--- src/rtl/writeback_arbiter.sv ---
// writeback_arbiter
//   Merges ALU and load results into a single register-file write port.
//   Accepted requests are queued in a DEPTH-entry FIFO. The FIFO head is
//   written to the register file on every clock edge where the FIFO holds
//   an entry. When both sources are valid in the same cycle, the load wins.
//
// Ports
//   clk, reset            clock; synchronous active-high reset
//   alu_valid/ready/rd/data   ALU result handshake
//   ld_valid/ready/rd/data    load result handshake (priority source)
//   rf_wen/rf_rd/rf_wdata     registered register-file write port
//   pending               per-register "write in flight" scoreboard bits
//   count                 FIFO occupancy, 0..DEPTH
module writeback_arbiter #(
  parameter int DEPTH = 4
) (
  input  logic        clk,
  input  logic        reset,
  input  logic        alu_valid,
  output logic        alu_ready,
  input  logic [4:0]  alu_rd,
  input  logic [31:0] alu_data,
  input  logic        ld_valid,
  output logic        ld_ready,
  input  logic [4:0]  ld_rd,
  input  logic [31:0] ld_data,
  output logic        rf_wen,
  output logic [4:0]  rf_rd,
  output logic [31:0] rf_wdata,
  output logic [31:0] pending,
  output logic [4:0]  count
);

  localparam int         PW      = (DEPTH > 1) ? $clog2(DEPTH) : 1;
  localparam logic [4:0] DEPTH_C = 5'(DEPTH);

  logic [4:0]    r_mem_rd   [DEPTH];
  logic [31:0]   r_mem_data [DEPTH];
  logic [PW-1:0] r_wptr;
  logic [PW-1:0] r_rptr;
  logic [4:0]    r_count;
  logic          r_rf_wen;
  logic [4:0]    r_rf_rd;
  logic [31:0]   r_rf_wdata;

  logic          w_space;
  logic          w_ld_acc;
  logic          w_alu_acc;
  logic          w_push;
  logic          w_pop;
  logic [4:0]    w_wr_rd;
  logic [31:0]   w_wr_data;
  logic [31:0]   w_pend;

  // Ready looks only at the current occupancy, so a full FIFO refuses
  // new requests even in a cycle where it is also draining an entry.
  assign w_space   = (r_count < DEPTH_C);
  assign ld_ready  = !reset && w_space;
  assign alu_ready = !reset && w_space && !ld_valid;

  assign w_ld_acc  = ld_valid && ld_ready;
  assign w_alu_acc = alu_valid && alu_ready;

  assign w_wr_rd   = w_ld_acc ? ld_rd   : alu_rd;
  assign w_wr_data = w_ld_acc ? ld_data : alu_data;

  // Writes to x0 are handshaken but dropped here, never enqueued.
  assign w_push = (w_ld_acc || w_alu_acc) && (w_wr_rd != 5'd0);
  assign w_pop  = (r_count != 5'd0);

  // Storage needs no reset: only entries covered by r_count are ever read.
  always_ff @(posedge clk) begin
    if (!reset && w_push) begin
      r_mem_rd[r_wptr]   <= w_wr_rd;
      r_mem_data[r_wptr] <= w_wr_data;
    end
  end

  always_ff @(posedge clk) begin
    if (reset) begin
      r_wptr     <= '0;
      r_rptr     <= '0;
      r_count    <= 5'd0;
      r_rf_wen   <= 1'b0;
      r_rf_rd    <= 5'd0;
      r_rf_wdata <= 32'd0;
    end else begin
      if (w_push) begin
        r_wptr <= r_wptr + 1'b1;
      end
      r_rf_wen <= w_pop;
      if (w_pop) begin
        r_rf_rd    <= r_mem_rd[r_rptr];
        r_rf_wdata <= r_mem_data[r_rptr];
        r_rptr     <= r_rptr + 1'b1;
      end
      case ({w_push, w_pop})
        2'b10:   r_count <= r_count + 5'd1;
        2'b01:   r_count <= r_count - 5'd1;
        default: r_count <= r_count;
      endcase
    end
  end

  // Walk the live FIFO window starting at the read pointer; the index
  // wraps naturally because DEPTH is a power of two.
  always_comb begin
    w_pend = '0;
    for (int k = 0; k < DEPTH; k++) begin
      if (k < int'(r_count)) begin
        w_pend[r_mem_rd[r_rptr + PW'(k)]] = 1'b1;
      end
    end
    if (r_rf_wen) begin
      w_pend[r_rf_rd] = 1'b1;
    end
    w_pend[0] = 1'b0;
  end

  assign pending  = w_pend;
  assign count    = r_count;
  assign rf_wen   = r_rf_wen;
  assign rf_rd    = r_rf_rd;
  assign rf_wdata = r_rf_wdata;

endmodule

--- config.mk ---
export PLATFORM = sky130hd
export DESIGN_NAME = writeback_arbiter
export DESIGN_NICKNAME = d
export VERILOG_FILES = /design/src/rtl/writeback_arbiter.sv
export SDC_FILE = /design/constraint.sdc
export NUM_CORES = 1
export LEC_CHECK = 0
export ABC_AREA = 1
export CAP_MARGIN = 20
export CORE_ASPECT_RATIO = 0.75
export CORE_MARGIN = 2
export CORE_UTILIZATION = 40
export DETAILED_ROUTE_END_ITERATION = 10
export PLACE_DENSITY = 0.67
export SLEW_MARGIN = 20
export SYNTH_ARGS = -nofsm -noshare
export SYNTH_HDL_FRONTEND = slang
export SYNTH_SLANG_ARGS = --single-unit
--- constraint.sdc ---
create_clock -name clk -period 4.2 [get_ports clk]
set_clock_uncertainty 0.05 [all_clocks]
set_input_delay 0.84 -clock clk [delete_from_list [all_inputs] [get_ports clk]]
set_output_delay 0.84 -clock clk [all_outputs]
set_load 0.01 [all_outputs]
Yosys cells after proc, flatten, opt, wreduce, memory -nomap -nowiden
Memories as Yosys holds them, arrays and structs flattened. A register that Yosys moved wholly into a read port is not among the register bits.
Index checks and enable logic that the tools add are counted.
W data, S select, Z words.

storage, ports and cells
  word-level logic and storage cells = 73
  latch bits = 0
  memories = 2
  memory bits (read-only) = 0
  register bits after elaboration = 15
  memory bits (writable) = 148

memory list
  name        words  bits a word  read ports  clocked after memory_dff  write ports  RTL line  RTL
  r_mem_data  4      32           1           1                         1            38        logic [31:0] r_mem_data [DEPTH];
  r_mem_rd    4      5            4           1                         1            37        logic [4:0] r_mem_rd [DEPTH];

operators by class
  multipliers = 0
  shifts and indexed selects = 0
  multiplexer cells = 22
  divide/modulo/power cells = 0
  add/subtract/negate cells = 6
  reductions and logical operators = 17
  $lt $le $gt $ge = 15
  bitwise gates (word level) = 4
  equal/unequal tests = 2

operators by type and width
  cell                   number
  $mux W32               6
  $or A32 B32 Y32        4
  $lt A5 B6 Y1 const B   5
  $demux W1 S5           5
  $ge A5 B1 Y1 const B   5
  $logic_and A1 B1 Y1    11
  $lt A1 B5 Y1 const A   2
  $lt A2 B5 Y1 const A   2
  $pmux W5 S2            1
  $reduce_bool A5 Y1     2
  $mux W1                7
  $add A5 B1 Y5 const B  1
  $lt A5 B3 Y1 const B   1
  $mux W5                1
  $sub A5 B1 Y5 const B  1
  $add A2 B1 Y2 const B  2
  $add A2 B2 Y2 const B  2
  $mux W2                2
  $eq A2 B1 Y1 const B   1
  $eq A2 B2 Y1 const B   1
  $logic_not A1 Y1       2
  $reduce_bool A2 Y1     1
  $logic_or A1 B1 Y1     1

Logic depth before layout (Yosys ltp)
An unclocked memory read counts as a cell.

  word-level depth = 14
  mapped depth = 15
  mapped depth without buffers = 15

Worst setup path after synthesis
OpenSTA, ideal clock, no wires.

  kind = in2reg
  start point = input port reset
  end point = memory r_mem_data[0][0] (enable)
  cell stages on the path = 9
  required time = 3719 ps
  slack = 326 ps
  data arrival time = 3393 ps
  buffers on the path = 0
  setup time = 431 ps
  path through = inv_1 > nand4_1 > o21ai_0 > inv_1 > nand2_1 > nor2_1 > nor2_1 > inv_1 > nor2_1

on the way
  longest elaborated chain between the ends = 9
  elaborated cells on any way between the ends = 12
  those cells by class = mux (3); reduce/logical (9)

ends and longest elaborated chain
  what                           RTL line  RTL
  start, declared                18        input logic reset,
  $logic_not A1 Y1               58        assign ld_ready = !reset && w_space;
  $logic_and A1 B1 Y1            58
  $logic_and A1 B1 Y1            61        assign w_ld_acc = ld_valid && ld_ready;
  $mux W5                        64        assign w_wr_rd = w_ld_acc ? ld_rd : alu_rd;
  via w_wr_rd[2]                 51        logic [4:0] w_wr_rd;
  $reduce_bool A5 Y1             68        assign w_push = (w_ld_acc || w_alu_acc) && (w_wr_rd != 5'd0);
  $logic_and A1 B1 Y1            68
  $logic_and A1 B1 Y1            73        if (!reset && w_push) begin
  $mux W1                        73
  $mux W1 (not written as such)  75        r_mem_data[r_wptr] <= w_wr_data;
  end, declared                  38

The timed path passes the listed nets, and every way through them passes these cells.

Worst setup path in the final report
  start point = register r_count[4] (netlist: count[4])
  end point = output port pending[6]

on the way
  longest elaborated chain between the ends = 10
  elaborated cells on any way between the ends = 13
  those cells by class = order compare (4); mux (5); bitwise (4)

ends and longest elaborated chain
  what                       RTL line  RTL
  start, declared            41        logic [4:0] r_count;
  start signal, assigned     98        2'b10: r_count <= r_count + 5'd1;
  start signal, assigned     99        2'b01: r_count <= r_count - 5'd1;
  start signal, assigned     100       default: r_count <= r_count;
  $lt A1 B5 Y1               110       if (k < int'(r_count)) begin
  $mux W32                   110
  $or A32 B32 Y32 (no line)  --
  $mux W32                   110
  $or A32 B32 Y32 (no line)  --
  $mux W32                   110
  $or A32 B32 Y32 (no line)  --
  $mux W32 (*)               110
  $or A32 B32 Y32 (no line)  --
  $mux W32 (*)               114       if (r_rf_wen) begin
  end, declared              30        output logic [31:0] pending,

Every way passes the cells marked *; elsewhere a longest branch is shown, timed or not.

==> qor.csv <==
metric,value,unit
rows,49,
rsz0062_at_grt,no,
seq_area_frac_synth,0.5571,
initial_core_util,0.4062,
portBuffers,153,
cp_top_family,simple AND/OR/NAND/NOR gates,
power,8.469,mW
reg2regPathDepth,13,
drive_gt1_frac,0.06600,
grt_max_degree,81,
cts_setup_buffers,0,
hold_viol,0,
clock-sinks,197,
critPathSlowestCell,clkdlybuf4s50_1,
antenna_found_initial,0,
first_pass_iters,5,
syn_area_per_cell,8.497,sq um
drcViolationCount,0,
clk_root_buffer_cell,clkbuf_16,
wl_met1,13310,um
min_period,3956,ps
cts_buffer_depth,2,
fmax,252.8,MHz
finalSetupTns,0,ps
synth_nets,1233,
crit_type,reg2out,
synthTopCellsByCount,"345 x nand2_1, 168 x nor2_1, 148 x edfxtp_1",
synth_top_cell_area_share,0.4564,
cp.depth,11,
grt_pass1_vias,7626,
die_area,25620,sq um
nets,1377,
holdCritPathClass,reg2reg,
relSlewSlack,0.3289,
async_flop_share,0,
power_leakage,4.802,nW
drt-vias-per-instance,5.094,
ys_top_cells_by_area,"edfxtp_1 46%, nand2_1 13%, dfxtp_1 10%",
dpl.hpwl,19280,um
startpoint_type,flip-flop,
crit_buf_inv,3,
routabilityCongestion,0.9150,
die_y,139.1,um
yosysTopAreaCell,edfxtp_1,
clock_latency,440,ps
path_max_fanout,6,
worstMarginPinSlew,999.0,ps
p_per_area,690.5,nW/um^2
fp.coreArea,23970,sq um
whs_path_depth,1,
status,"complete, no violations",
wire_per_inst,16.91,um
ir_drop,335.9,uV
slew_violations,0,
drt_iter0_drc,822,
cpPeakStageDelay,500,ps
wl_met2,12270,um
grt_usage,0.2197,
die_w,184.2,um
cts_tree,built,
clk_pin_slew,70,ps
cap_violations,0,
setup.worst_path.end_class,output port,
ys_seq_elements,197,
synthDistinctLibCells,39,
cts_buffers,17,
cts_max_level,4,
synth_edf_count,148,
met3_length,1758,um
path_cells,nor2_1 -> nand2_1 -> inv_1 -> nand3_1 -> nand2_1 -> inv_1 -> nand2_1 -> nor2_1 -> nor2_1 -> nand3_1 -> clkdlybuf4s50_1,
antenna_cells,0,
overflow,0,
synth_area,9738,sq um
vias,8323,
multiInputGateArea,3807,sq um
worstPathRequired,3310,ps
ys.warnings.count,0,
syn_to_final_growth,25.95,%
synth_ff_type,edfxtp_1,
grt_pass1_wl,43300,um
fillers,2230,
io_pins,155,
ant_nets,0,
seqCellArea,5429,sq um
yosysMostFrequentCell,nand2_1,
crit_arrival,3070,ps
wirelength,27620,um
finalCritPeriodShare,0.9419,
synth_cells,1146,
setup_violations,0,
top_layer,met4,
layout by cell type (no fill, tap or decap), types with 17 or more instances in the layout:
cell type	Yosys	routed
clkbuf_16	0	17
nand3_1	32	31
clkdlybuf4s50_1	0	153
o21ai_0	71	71
a21oi_1	93	93
nor2_1	168	163
a221oi_1	32	32
inv_1	80	80
nand2_1	345	344
edfxtp_1	148	148
dfxtp_1	49	48
cell families after synthesis:
group,after synthesis,synth area share
buf+inv,132,0.05653
compound gates,226,0.1359
simple gates,580,0.2376
other cells,1,0.0003851
xor+xnor,1,0.0008996
flops,197,0.5571
fa+ha+maj,9,0.01156
power breakdown:
| part | switching [mW] | total [mW] | internal [mW] | leakage [nW] |
|---|---|---|---|---|
| Combinational | 2.72 | 4.17 | 1.45 | 2.77 |
| Sequential | 0.219 | 2.73 | 2.51 | 1.75 |
| Clock | 0.778 | 1.57 | 0.791 | 0.277 |
per-layer routing:
metal / track usage / vias up
met5: 0 / -
met4: 0.04968 / 0
met3: 0.03782 / 23
met2: 0.3337 / 303
met1: 0.3280 / 3857
li1: - / 4140
registers in the layout, summed over array words and instances (netlist names), named ones only:
register    flops
r_mem_data    128
rf_wdata       32
r_mem_rd       20
count           5
rf_rd           5
r_rptr          2
r_wptr          2
rf_wen          1
worst paths after layout:
kind | slack [ps] | startpoint | endpoint
worst max-delay path | 240 | count[4]$_SDFFE_PP0P_ | pending[6]
worst min register to register | 440 | count[4]$_SDFFE_PP0P_ | count[4]$_SDFFE_PP0P_
worst min-delay path | 440 | count[4]$_SDFFE_PP0P_ | count[4]$_SDFFE_PP0P_
worst max register to register | 1310 | count[4]$_SDFFE_PP0P_ | count[4]$_SDFFE_PP0P_
repair_timing:
action                                  CTS  global route
hold endpoints to repair                  0             0
hold buffers                              0             0
endpoints found under the setup margin    0            31
gates resized for setup                   0             5
area by class of cell:
type,count,share of cell area
sequential,197,0.4426
multi-input combinational,817,0.3104
timing repair buffer,171,0.1403
clock buffer,18,0.03499
tap,331,0.03377
inverter,86,0.02673
clock inverter,14,0.01122
per-stage QoR:
step	cell area, sq um	utilization	setup slack, ps	hold slack [ps]	instances
2_1_floorplan	9738	-	326.1	434.4	1146
3_3_place_gp	11680	0.4872	517.7	419.2	1602
3_5_place_dp	11680	0.4872	477.1	424.1	1602
4_1_cts	12250	0.5109	21.33	434.7	1634
5_1_grt	12270	0.5117	11.63	477.1	1634
6_report	12270	0.5117	243.8	442.8	1634
(Power assumes the default switching activity.)
==> patch, RTL diff (config.mk and constraints unchanged) <==
Change the parameter `DEPTH` from 4 to 8.
--- a/src/rtl/writeback_arbiter.sv
+++ b/src/rtl/writeback_arbiter.sv
@@ -14,3 +14,3 @@
 module writeback_arbiter #(
-  parameter int DEPTH = 4
+  parameter int DEPTH = 8
 ) (
Formal check against the unedited RTL: no difference found for any inputs over 4 cycles, from zero or initial values and one cycle with reset high; that may be too few to reach the edited logic, so the function may still have changed.
==> patch against the original RTL <==
- register-to-register slack got worse by 240 ps
- sequential cell count rose by 151
- die area rose by 85%
- utilization fell by 0.94 points
- setup slack got worse by 190 ps
- power rose by 110%
- critical endpoint is now pending[26]
- wire length rose by 140%
- via count rose by 97%
- cell area rose by 84%
- synthesized area rose by 88%
==> patch: results (changes against the original RTL) <==
[outcome]
outcome=completed

[logic_synthesis]
syn_inst=2196  ; +92%
yosysSeqAreaShare_pct=54.3  ; -1.5 points
synth_area_leaders=edfxtp_1, nand2_1, nor2_1, dfxtp_1, o21ai_0
synth.distinct_cells=36  ; -7.7%
synth_nets=2282  ; +85%
syn_area_um2=18300  ; +88%
synth_edf_count=296  ; +100%
yosys-top-cells-count=nand2_1, nor2_1, edfxtp_1

[cells_and_area]
sh_seq_area_pct=44.0  ; -0.23 points
nMultiInputCombCells=1681  ; +110%
fillCellCount=4252  ; +91%
final_cells=2997  ; +83%
clock_area_share_pct=5.01  ; +0.39 points
multi_input_area_um2=8040  ; +110%
bufAreaShareNonClock_pct=10.7  ; -3.3 points
largest_reg_flops=256  ; +100%
design_area_um2=22600  ; +84%

[grt]
gr-usage-met1_pct=43.2  ; +10 points
grt_pass1_wl_um=96900  ; +120%
grt_use_met3_pct=7.24  ; +3.5 points
grtUsageMet2_pct=38.0  ; +4.6 points
grt_max_degree=77  ; -4.9%

[sta]
worst_slack_ps=57.4  ; -186 ps
slew_headroom_pct=43.3  ; +10 points

[drt]
drt-vias-per-instance=5.48  ; +7.5%
drt_wl_total_um=65700  ; +140%
dr.pass1.iters=6  ; +1

[clock_network]
insertion_delay_ps=540  ; +100 ps
numClockSinks=348  ; +77%
clockBufferDepth=3  ; +1
numCtsBuffers=35  ; +18

[critical_path]
crit_path_max_incr_delay_ps=570  ; +70 ps
crit_arrival_ps=3250  ; +180 ps
cp-startpoint=r_rptr[2]$_SDFFE_PP0N_
reg2reg_slack_ps=1070  ; -240 ps
rr_startpoint=count[3]$_SDFFE_PP0P_
cp-endpoint=pending[26]

[placement]
place_inst=2911  ; +82%
gp_congestion=1.06  ; +16%

[pwr]
p_leak_nw=9.14  ; +90%
peakVddDrop_v=0.000359  ; +6.9%

patch: cell count changes after synthesis, sizes merged, moves of 6 or more:
cell    unedited run  this run
nand2            349       749
nand3             34       178
o21ai             89       195
nor2             177       415
o221a              0        10
a21oi             93        19
a221oi            32         0
mux2               0        32
a31oi              1        32
inv               86        78
edfxtp           148       296
o22ai              1        22
buf               13        47
clkbuf            33        39
patch: what timing repair did:
| action | 4_1_cts | 5_1_grt |
|---|---|---|
| hold buffers | 0 | 0 |
| pin swaps | 4 | 11 |
| setup buffers | 7 | 14 |
| endpoints found under the setup margin | 31 | 31 |
| gates resized for setup | 23 | 96 |
| cloned | 0 | 1 |
patch: power by group through the flow:
stage / Clock, mW / Combinational [mW] / Sequential (mW)
floorplan: 0 / 5.55 / 4.50
global placement: 0 / 9.36 / 4.50
detailed placement: 0 / 9.40 / 4.50
CTS: 3.12 / 9.71 / 4.44
global route: 3.27 / 11.3 / 4.48
finish: 3.08 / 10.5 / 4.44
patch: cells by family (layout without fill, tap and decap cells):
family                   Yosys count  after routing  synth area share (%)
AND/OR/NAND/NOR                 1358           1358                  30.5
flip-flops                       348            348                  54.3
AO/OA/AOI/OAI                    279            279                  8.46
buffers and inverters            167            382                  4.02
multiplexers                      32             32                  1.97
adder cells (fa/ha/maj)            8              8                 0.547
XOR/XNOR                           3              3                 0.246
other                              1              1                0.0205
patch: worst reg2reg max path, stage by stage, from the launching register on:
cell	delay [ps]
dfxtp_1	350
inv_2	80
nand2_1	60
buf_4	180
nor2_2	210
nand3_1	100
nand2_1	350
nor2_1	80
nand3_1	130
nand2_2	160
inv_2	100
nand2_1	230
nor2_4	460
buf_12	240
